--- src/rtl/word_loader.sv ---
// word_loader: splits a valid/ready character stream into zero-terminated words in the word SRAM.
// Ports: clk, rst_n, start, in_* handshake, mem_we/addr/din, word_count, overflow, done. Option: LOWERCASE_EN.
module word_loader #(
  parameter int ADDR_WIDTH = 4,
  parameter int DATA_WIDTH = 8,
  parameter logic [DATA_WIDTH-1:0] SEP_CHAR = 8'h20
) (
  input  logic                  clk,
  input  logic                  rst_n,
  input  logic                  start,
  input  logic                  in_valid,
  input  logic [DATA_WIDTH-1:0] in_data,
  input  logic                  in_last,
  output logic                  in_ready,
  output logic                  mem_we,
  output logic [ADDR_WIDTH-1:0] mem_addr,
  output logic [DATA_WIDTH-1:0] mem_din,
  output logic [ADDR_WIDTH-1:0] word_count,
  output logic                  overflow,
  output logic                  done
);

  typedef enum logic [2:0] {
    IDLE, LOAD, CLOSE, ENDW, DONE
  } state_t;

  localparam logic [ADDR_WIDTH-1:0] WC_MAX = '1;
  // Last address a character may use; keeps room for the closing and list zeros.
  localparam logic [ADDR_WIDTH-1:0] CHAR_MAX =
    ADDR_WIDTH'((2 ** ADDR_WIDTH) - 3);

  state_t                state_q, state_d;
  logic [ADDR_WIDTH-1:0] wp_q, wp_d;
  logic                  open_q, open_d;
  logic [ADDR_WIDTH-1:0] wc_q, wc_d;
  logic                  ovf_q, ovf_d;
  logic                  done_q, done_d;
  logic                  we_q, we_d;
  logic [ADDR_WIDTH-1:0] addr_q, addr_d;
  logic [DATA_WIDTH-1:0] din_q, din_d;

  logic                  is_sep;
  logic [DATA_WIDTH-1:0] char_w;
  logic [ADDR_WIDTH-1:0] wc_inc;

  assign is_sep = (in_data == SEP_CHAR) || (in_data == '0);
  assign wc_inc = (wc_q == WC_MAX) ? wc_q : wc_q + 1'b1;

`ifdef LOWERCASE_EN
  assign char_w =
    ((in_data >= DATA_WIDTH'(8'h41)) && (in_data <= DATA_WIDTH'(8'h5A)))
      ? in_data + DATA_WIDTH'(8'h20) : in_data;
`else
  assign char_w = in_data;
`endif

  always_comb begin
    state_d = state_q;
    wp_d    = wp_q;
    open_d  = open_q;
    wc_d    = wc_q;
    ovf_d   = ovf_q;
    done_d  = done_q;
    we_d    = 1'b0;
    addr_d  = addr_q;
    din_d   = din_q;
    unique case (state_q)
      IDLE, DONE: begin
        if (start) begin
          state_d = LOAD;
          wp_d    = '0;
          open_d  = 1'b0;
          wc_d    = '0;
          ovf_d   = 1'b0;
          done_d  = 1'b0;
        end
      end
      LOAD: begin
        if (in_valid) begin
          if (is_sep) begin
            if (open_q) begin
              we_d   = 1'b1;
              addr_d = wp_q;
              din_d  = '0;
              wp_d   = wp_q + 1'b1;
              open_d = 1'b0;
              wc_d   = wc_inc;
            end
          end else if (wp_q <= CHAR_MAX) begin
            we_d   = 1'b1;
            addr_d = wp_q;
            din_d  = char_w;
            wp_d   = wp_q + 1'b1;
            open_d = 1'b1;
          end else begin
            ovf_d = 1'b1;
          end
          if (in_last) state_d = CLOSE;
        end
      end
      CLOSE: begin
        // Empty stream still needs one word-closing zero ahead of the list end.
        if (open_q || (wc_q == '0)) begin
          we_d   = 1'b1;
          addr_d = wp_q;
          din_d  = '0;
          wp_d   = wp_q + 1'b1;
        end
        if (open_q) wc_d = wc_inc;
        open_d  = 1'b0;
        state_d = ENDW;
      end
      ENDW: begin
        we_d    = 1'b1;
        addr_d  = wp_q;
        din_d   = '0;
        done_d  = 1'b1;
        state_d = DONE;
      end
      default: state_d = IDLE;
    endcase
  end

  always_ff @(posedge clk or negedge rst_n) begin
    if (!rst_n) begin
      state_q <= IDLE;
      wp_q    <= '0;
      open_q  <= 1'b0;
      wc_q    <= '0;
      ovf_q   <= 1'b0;
      done_q  <= 1'b0;
      we_q    <= 1'b0;
      addr_q  <= '0;
      din_q   <= '0;
    end else begin
      state_q <= state_d;
      wp_q    <= wp_d;
      open_q  <= open_d;
      wc_q    <= wc_d;
      ovf_q   <= ovf_d;
      done_q  <= done_d;
      we_q    <= we_d;
      addr_q  <= addr_d;
      din_q   <= din_d;
    end
  end

  assign in_ready   = (state_q == LOAD);
  assign mem_we     = we_q;
  assign mem_addr   = addr_q;
  assign mem_din    = din_q;
  assign word_count = wc_q;
  assign overflow   = ovf_q;
  assign done       = done_q;

endmodule
--- config.mk ---
export PLATFORM = sky130hd
export DESIGN_NAME = word_loader
export DESIGN_NICKNAME = d
export VERILOG_FILES = /design/src/rtl/word_loader.sv
export SDC_FILE = /design/constraint.sdc
export NUM_CORES = 1
export LEC_CHECK = 0
export ABC_AREA = 1
export CAP_MARGIN = 20
export CORE_UTILIZATION = 40
export CTS_CLUSTER_DIAMETER = 40
export DETAILED_ROUTE_END_ITERATION = 10
export DONT_BUFFER_PORTS = 1
export SKIP_CTS_REPAIR_TIMING = 1
export SYNTH_ARGS = -nofsm -noshare
export SYNTH_HDL_FRONTEND = slang
export SYNTH_SLANG_ARGS = --single-unit
--- constraint.sdc ---
create_clock -name clk -period 2.35 [get_ports clk]
set_clock_uncertainty 0.05 [all_clocks]
set_input_delay 0.47 -clock clk [delete_from_list [all_inputs] [get_ports clk]]
set_output_delay 0.47 -clock clk [all_outputs]
set_load 0.005 [all_outputs]
======== Word-level counts from Yosys, hierarchy flattened ========
Cells that the tools add are included.
operators by class
  add/subtract/negate cells ............... 2
  magnitude comparators ................... 1
  equality and inequality tests ........... 15
  multiplexer cells ....................... 44
  reductions and logical operators ........ 17
operators with widths
  cell                   count
  $mux W4                15
  $mux W8                5
  $pmux W4 S3            3
  $pmux W8 S3            1
  $mux W1                12
  $ne A2 B2 Y1 const B   6
  $pmux W3 S4            1
  $reduce_and A5 Y1      2
  $mux W3                3
  $add A4 B1 Y4 const B  2
  $eq A8 B6 Y1 const B   1
  $logic_not A8 Y1       1
  $reduce_and A4 Y1      2
  $eq A3 B2 Y1 const B   2
  $pmux W1 S3            2
  $reduce_and A6 Y1      1
  $reduce_bool A3 Y1     2
  $eq A4 B4 Y1 const B   1
  $le A4 B4 Y1 const B   1
  $logic_not A4 Y1       1
  $pmux W1 S2            2
  $reduce_bool A2 Y1     2
  $eq A3 B1 Y1 const B   1
  $eq A3 B3 Y1 const B   1
  other kinds (8)        9
word-level totals
  register bits after elaboration ......... 27
  output and inout port bits .............. 20
  word-level logic and storage cells ...... 88

======== Logic depth before layout (Yosys ltp) ========
Gate-level depths: netlist of run 1.
  depth in word-level cells ............... 6
  gate-level depth with buffers ........... 10
  gate-level depth less buffers ........... 9

======== Worst setup path after synthesis of run 1 ========
No wires, ideal clock.
  path kind ............................... register to register
  start ................................... register wp_q[0]
  end ..................................... register addr_q[0], in the netlist mem_addr[0]
  arrival time ............................ 1.298 ns
  data required time ...................... 2.183 ns
  setup slack ............................. 0.885 ns
  cell stages (with the launch flop) ...... 10
  buffers on the path ..................... 1
  cell sequence ........................... dfrtp_1 inv_1 ha_1 nor3_2 nand2_1 nand3_2 nand2_4 buf_6 nand2_1 nand2_1
between the ends
  longest elaborated chain between the ends .. 4
  elaborated cells on any way between the ends .. 9
  those cells by class .................... order compare: 1; eq/ne: 1; mux: 6; reduce/logical: 1
RTL lines
  what                                                                  RTL line  text
  start: declaration                                                    33        logic [ADDR_WIDTH-1:0] wp_q, wp_d;
  start signal: assignment                                              137       wp_q <= wp_d;
  parallel branches: the longest is 4 deep, another holds $le A4 B4 Y1  n/a
  end signal: assignment                                                143       addr_q <= addr_d;
  end: declaration                                                      39        logic [ADDR_WIDTH-1:0] addr_q, addr_d;
Parallel ways; which one is timed is not known. The select of a mux whose other input is x is not followed.
A chain may end at the register's enable or synchronous reset.

======== Final worst setup path of run 1 ========
  start ................................... register wc_q[0], in the netlist word_count[0]
  end ..................................... register din_q[5], in the netlist mem_din[5]
between the ends
  longest elaborated chain between the ends .. 4
RTL lines
  what                         RTL line  text
  start: declaration           35        logic [ADDR_WIDTH-1:0] wc_q, wc_d;
  start signal: assignment     139       wc_q <= wc_d;
  $logic_not A4 Y1             103       if (open_q || (wc_q == '0)) begin
  $logic_or A1 B1 Y1           103
  $ne A2 B2 Y1 (no line)       n/a
  $reduce_and A5 Y1 (no line)  n/a
  end signal: assignment       144       din_q <= din_d;
  end: declaration             40        logic [DATA_WIDTH-1:0] din_q, din_d;
Every way passes these cells.

==> results of run 1 <==
[final timing paths]
| kind | end | slack [ps] | cells past startpoint |
|---|---|---|---|
| max reg2reg | mem_din[5] | 610 | 8 |
| min reg2reg | mem_din[4] | 490 | 2 |
| min in group asynchronous | mem_din[0] | 610 | 2 |
| max in group asynchronous | wp_q[0] | 1490 | 2 |
| min | mem_din[4] | 340 | 4 |
| max | mem_din[5] | 610 | 8 |
[sequential cells by signal, indices dropped and copies added, names as in the netlist]
signal      flops
overflow        1
word_count      4
mem_we          1
state_q         3
done            1
open_q          1
mem_addr        4
mem_din         8
wp_q            4
[layout make-up]
cell class | count | share of cell area, %
Multi-Input combinational cell | 140 | 44.1
Inverter | 27 | 6.22
Clock inverter | 1 | 0.303
Tap cell | 48 | 3.64
Clock buffer | 3 | 2.50
Sequential cell | 27 | 41.0
Timing Repair Buffer | 3 | 2.28
[placed cells by master (no fill, tap or decap), types with 2 or more instances in the layout]
cell type	n
ha_1	5
nand3_1	19
nand4_1	5
nand3_2	2
clkbuf_8	3
nor3_1	2
clkinv_2	2
dfrtp_1	27
nand2_2	2
nor2_2	3
nand2_4	2
nor2_1	21
xor2_1	2
inv_1	25
o21ai_1	5
nand2_1	63
[kinds of logic (layout without fill, tap and decap cells)]
logic type	Yosys count	after routing
AOI/OAI and AO/OA	10	10
xor gates and xnor gates	3	3
adders and majority gates	5	5
buffers and inverters	32	34
DFF	27	27
and+or+nand+nor	122	122
[worst max-delay path, stage by stage, from the launching register on]
cell	delay, ps
dfrtp_1	450
inv_1	80
ha_1	200
nand2_1	110
nand2_1	90
o21ai_4	330
nand2_4	170
nand2_1	100
nand2_1	50
[power by group through the flow]
stage	Sequential (uW)	Combinational (uW)	Clock [uW]
2_1_floorplan	766	817	0
3_3_place_gp	833	877	0
3_5_place_dp	837	877	0
4_1_cts	827	882	273
5_1_grt	851	1000	289
6_report	825	884	266
[per-layer routing]
layer  track usage, %  vias to the layer above
li1                 -                      626
met1             18.9                      540
met2             24.3                       22
met3             3.21                        4
met4             5.00                        0
met5                0                        -
[stage by stage]
step / hold slack [ps] / cell area (um2) / setup WS (ps) / total power, uW / instances
final: 341 / 1650 / 615 / 1970 / 249
after global placement: 125 / 1570 / 652 / 1710 / 243
after global routing: 333 / 1650 / 486 / 2140 / 249
after detailed placement: 125 / 1570 / 636 / 1710 / 243
after CTS: -177 / 1620 / 629 / 1980 / 247
after floorplan: 124 / 1550 / 885 / 1580 / 199
==> metrics.cfg, run 1 <==
[worst_setup_path]
crit_type = reg -> reg
cp_max_fo = 13
crit_path_end_kind = flop
arrival_ps = 1850
critPathLaunchType = flop
r2r_start = word_count[0]
required_ps = 2470
crit_path_start = word_count[0]

[global_routing]
antenna_found_initial = 0
grt_max_degree = 28
grt_pass1_wl_mm = 4.72
grt.overflow.total = 0
grt_pass1_vias = 1054
grt.total_usage_pct = 14.7

[detailed_routing]
wl_met3_um = 120
ant_nets = 0
wl_per_cell_um = 11.6
via_count = 1192
routed_wl_mm = 2.89
wl_met2_mm = 1.31
dr.max_layer_used = met4
route.detailed.drc = 0
drt-vias-per-instance = 4.79
wl_met1_mm = 1.43
drtIter0Drc = 73
dr.pass1.iters = 4

[die]
die_x_um = 64.2
die-area_mm2 = 0.00412
die_h_um = 64.2
io-pin-count = 33
start_util_pct = 41.9
core_mm2 = 0.00369
rows = 22

[logic_synthesis]
yosysMostFrequentCell = nand2_1
synth_seq_cells = 27
yosys-top-cells-area = dfrtp_1, nand2_1, nand3_1, inv_1, nor2_1
synth_top_area_share_pct = 43.7
ys_async_sr_fraction_pct = 100
yosysWarningCount = 0
ys_seq_area_share_pct = 43.7
synth_top_family_by_area = simple AND/OR/NAND/NOR gates
muxShareOfSynthArea_pct = 0
avgSynthCellArea_um2 = 7.77
syn_area_mm2 = 0.00155
syn-instance-count = 199
synth_compound_area_share_pct = 4.21
synth_cell_type_count = 27
synth_fa_ha_area_share_pct = 4.05
synth_edf_count = 0
syn_nets = 217
ys.flop_type = dfrtp_1
synth_simple_gate_area_share_pct = 37.1
synth_xor_area_share_pct = 1.70
synth_commonest_cells = nand2_1, dfrtp_1, inv_1, nor2_1, nand3_1
yosysTopAreaCell = dfrtp_1

[pwr]
p_int_uw = 1060
ir_drop_mv = 0.483
swShare_pct = 46.6
p_comb_share_pct = 44.8
p_clk_share_pct = 13.5
p_switching_uw = 919
p_seq_share_pct = 41.8
p_per_area_mw_per_mm2 = 1200
p_leak_uw = 0.000885

[timing]
tightest_slew_ps = 378
tns_ps = 0
clock.fmax_mhz = 576
period_minus_slack_ps = 1740
slew_violations = 0
finalHoldViolCount = 0
rsz0062_at_grt = no
post-route-period-util_pct = 73.8
maxSlewHeadroom_pct = 74.7
setup_viol = 0

[min_path]
hold_path_class = in -> reg
min_from = in_data[4]

[clock_network]
cts_inserted_buffers = 3
clock_latency_ps = 270
root_buffer = clkbuf_8
cts.sinks = 27
h-tree-depth = 1
cts_buffer_depth = 2
clk_pin_slew_ps = 100
cts_tree = built

[layout]
multi_input_area_um2 = 727
regArea_um2 = 676
nets = 220
syn_to_final_growth_pct = 6.63
fill_cells = 391
fin_util_pct = 44.7
n_antenna_cell = 0
drive_gt1_share_pct = 10.4

[placed_design]
io_buffers = 0
gp_congestion = 0.724
dp_hpwl_mm = 2.12

[flow_run]
cap_violations = 0

[outcome]
status = finished, final reports clean

Power figures use the tool's default switching activity.
==> run 2: changes to the inputs <==
Clock period 2.35 ns to 1.8 ns, I/O delays scaled along.
==> metrics.cfg, run 2 (synthesis results as in run 1) <==
[outcome]
status = finished, final reports clean

[clock_network]
root_buffer = clkbuf_8
cts.sinks = 27
clk_pin_slew_ps = 90
h-tree-depth = 1
cts_buffer_depth = 2
cts_inserted_buffers = 3
cts_tree = built
clock_latency_ps = 260

[pwr]
ir_drop_mv = 0.548
p_leak_uw = 0.000901
p_per_area_mw_per_mm2 = 1560

[timing]
post-route-period-util_pct = 88.3
maxSlewHeadroom_pct = 74.8
setup_viol = 0
rsz0062_at_grt = no
finalHoldViolCount = 0
slew_violations = 0
period_minus_slack_ps = 1590
timing.hold.ws_ps = 236
clock.fmax_mhz = 629
tns_ps = 0
tightest_slew_ps = 378

[layout]
nets = 224
syn_to_final_growth_pct = 8.58
largest_register_ffs = 8
n_antenna_cell = 0
layout_common_cells = nand2_1, dfrtp_1, inv_1
fill_cells = 393
fin_util_pct = 45.5
multi_input_area_um2 = 727
drive_gt1_share_pct = 12.2
layout_commonest_cell = nand2_1
regArea_um2 = 677

[global_routing]
grt_pass1_wl_mm = 5.40
grt_pass1_vias = 1205
grt-busiest-layer = met2
antenna_found_initial = 0
grtUsageMet3_pct = 3.39
grtUsageMet1_pct = 20.1
grt.overflow.total = 0
grt_util_met2_pct = 30.5
grt.total_usage_pct = 16.9
grt_max_degree = 28

[die]
io-pin-count = 33
rows = 22
die-area_mm2 = 0.00412
start_util_pct = 41.9
core_mm2 = 0.00369
die_h_um = 64.2
die_x_um = 64.2

[detailed_routing]
wl_per_cell_um = 12.1
drtIter0Drc = 89
drt-vias-per-instance = 4.70
dr.pass1.iters = 4
route.detailed.drc = 0
via_count = 1190
routed_wl_mm = 3.06
ant_nets = 0

[placed_design]
io_buffers = 0
gp_congestion = 0.734
dp_hpwl_mm = 2.28

[worst_setup_path]
crit_path_start = wp_q[0]
crit_type = reg -> reg
required_ps = 1950
critPathLaunchType = flop
cp_max_fo = 8
arrival_ps = 1740
r2r_start = wp_q[0]
crit_path_end_kind = flop

[min_path]
min_from = in_data[4]
hold_path_class = in -> reg

[flow_run]
cap_violations = 0

run 2: changes by cell type in the layout (fill, tap and decap cells not counted), sizes merged:
cell,change
buf,+4
clkbuf,+1
clkinv,-1
run 2: final timing paths:
path                         endpoint  slack (ps)  cells after the start
setup reg to reg              wp_q[0]         210                      6
setup / recovery              wp_q[0]         210                      6
max in group asynchronous     wp_q[0]        1040                      2
hold reg to reg            mem_din[7]         490                      2
hold / removal             mem_din[4]         240                      4
min in group asynchronous    overflow         490                      2
run 2: critical path, stage by stage (launching register included):
cell and delay (ps):
dfrtp_2 470, ha_1 220, nor3_2 200, nand3_1 270, nand3_2 200, nand2_1 60, nand2_1 60
run 2: routing by layer:
metal	share of wire [%]	up-vias
met4	0.65	0
met5	0	-
met3	4.3	2
met2	49	26
li1	-	634
met1	46	528
run 2: final cells by class:
type	count	area share (%)
clock buffers	4	2.68
inverters	27	6.11
multi-input cells	140	43.3
flip-flops and latches	27	40.3
well taps	48	3.58
repair buffers	7	4.02
run 2: stage by stage:
| stage | area [um2] | setup WS (ps) | total power, uW | cells |
|---|---|---|---|---|
| 5_1_grt | 1680 | 42.5 | 2920 | 253 |
| 3_5_place_dp | 1600 | 158 | 2300 | 247 |
| 4_1_cts | 1650 | 151 | 2650 | 251 |
| 2_1_floorplan | 1550 | 335 | 2070 | 199 |
| 6_report | 1680 | 211 | 2620 | 253 |
| 3_3_place_gp | 1600 | 191 | 2290 | 247 |
run 2: power breakdown:
group	internal [uW]	switching (uW)	total, uW
Sequential	830	232	1060
Clock	158	181	339
Combinational	433	790	1220
Total	1420	1200	2620
==> run 3: changes to the inputs <==
Settings changed: RECOVER_POWER set to 50.
==> metrics.cfg, run 3 (synthesis results as in run 1) <==
[outcome]
status = finished, final reports clean

[die]
die_h_um = 64.2
start_util_pct = 41.9
die_x_um = 64.2
io-pin-count = 33
die-area_mm2 = 0.00412
core_mm2 = 0.00369
rows = 22

[worst_setup_path]
critPathLaunchType = flop
crit_path_start = wp_q[0]
crit_path_end_kind = flop
crit_type = reg -> reg
r2r_start = wp_q[0]
cp_max_fo = 8
arrival_ps = 1750
timing.rr.end = wp_q[0]
r2r_slack_ps = 200
endpoint = wp_q[0]
required_ps = 1950
ff2ff_path_depth = 6

[pwr]
p_per_area_mw_per_mm2 = 1570
p_clk_share_pct = 12.9
p_int_uw = 1420
ir_drop_mv = 0.546
p_seq_share_pct = 40.5
p_comb_share_pct = 46.6
swShare_pct = 45.9
p_leak_uw = 0.000895
p_switching_uw = 1200

[min_path]
hold_path_class = in -> reg
hold_depth = 4

[timing]
maxSlewHeadroom_pct = 53.3
rsz0062_at_grt = no
setup_viol = 0
slew_violations = 0
setup_ws_ps = 204
tns_ps = 0
clock.fmax_mhz = 627
timing.hold.ws_ps = 236
post-route-period-util_pct = 88.7
period_minus_slack_ps = 1600
finalHoldViolCount = 0
tightest_slew_ps = 700

[clock_network]
clk_pin_slew_ps = 90
clock_latency_ps = 270
cts_buffer_depth = 2
cts_tree = built
h-tree-depth = 1
cts_inserted_buffers = 3
root_buffer = clkbuf_8
cts.sinks = 27

[layout]
layout_commonest_cell = nand2_1
syn_to_final_growth_pct = 7.61
n_antenna_cell = 0
nets = 224
largest_register_ffs = 8
drive_gt1_share_pct = 12.2
final_cells = 253
layout_common_cells = nand2_1, dfrtp_1, inv_1
fin_util_pct = 45.1

[detailed_routing]
ant_nets = 0
via_count = 1189
wl_per_cell_um = 12.1
dr.pass1.iters = 4
route.detailed.drc = 0
dr.max_layer_used = met4
wl_met2_mm = 1.50
wl_met3_um = 135
drtIter0Drc = 83
wl_met1_mm = 1.40
drt-vias-per-instance = 4.70
routed_wl_mm = 3.05

[placed_design]
place_inst = 247
dp_hpwl_mm = 2.28
dp_slack_ps = 158
io_buffers = 0
gp_congestion = 0.734

[global_routing]
grt_pass1_vias = 1205
grt_pass1_wl_mm = 5.40
antenna_found_initial = 0
grt.overflow.total = 0
grt.total_usage_pct = 16.9
grt_max_degree = 28

[flow_run]
cap_violations = 0

-- run 3: layout make-up --
| class | count | area [um2] |
|---|---|---|
| fillers | 395 | 2020 |
| multi-input cells | 140 | 727 |
| flip-flops and latches | 27 | 677 |
| inverters | 27 | 103 |
| well taps | 48 | 60.1 |
| repair buffers | 7 | 52.6 |
| clock buffers | 4 | 45.0 |
-- run 3: critical path, stage by stage, from the launching register on --
cell and delay [ps]:
dfrtp_2 470, ha_1 220, nor3_2 200, nand3_1 270, nand3_2 200, nand2_1 60
nand2_1 60
-- run 3: metal layers --
layer  track usage [%]  vias up
li1                  -      633
met1              20.1      526
met2              30.5       28
met3              3.39        2
met4              5.00        0
met5                 0        -
-- run 3: stage by stage --
stage	total power (uW)	area, um2
after floorplan	2070	1550
after global placement	2290	1600
after detailed placement	2300	1600
after CTS	2650	1650
after global routing	2920	1660
final	2620	1660
-- run 3: power by group through the flow --
stage	logic, uW	clock network, uW	registers (uW)
after floorplan	1070	0	1000
after global placement	1220	0	1070
after detailed placement	1230	0	1080
after CTS	1230	355	1060
after global routing	1430	385	1100
final	1220	339	1060
-- run 3: worst min-delay path by stage --
stage	startpoint	endpoint	slack [ps]
global route	in_data[4]	mem_din[4]	240
finish	in_data[4]	mem_din[4]	240
detailed placement	rst_n	mem_din[0]	20
global placement	rst_n	mem_din[0]	20
CTS	rst_n	mem_din[0]	-280
floorplan	rst_n	done	10
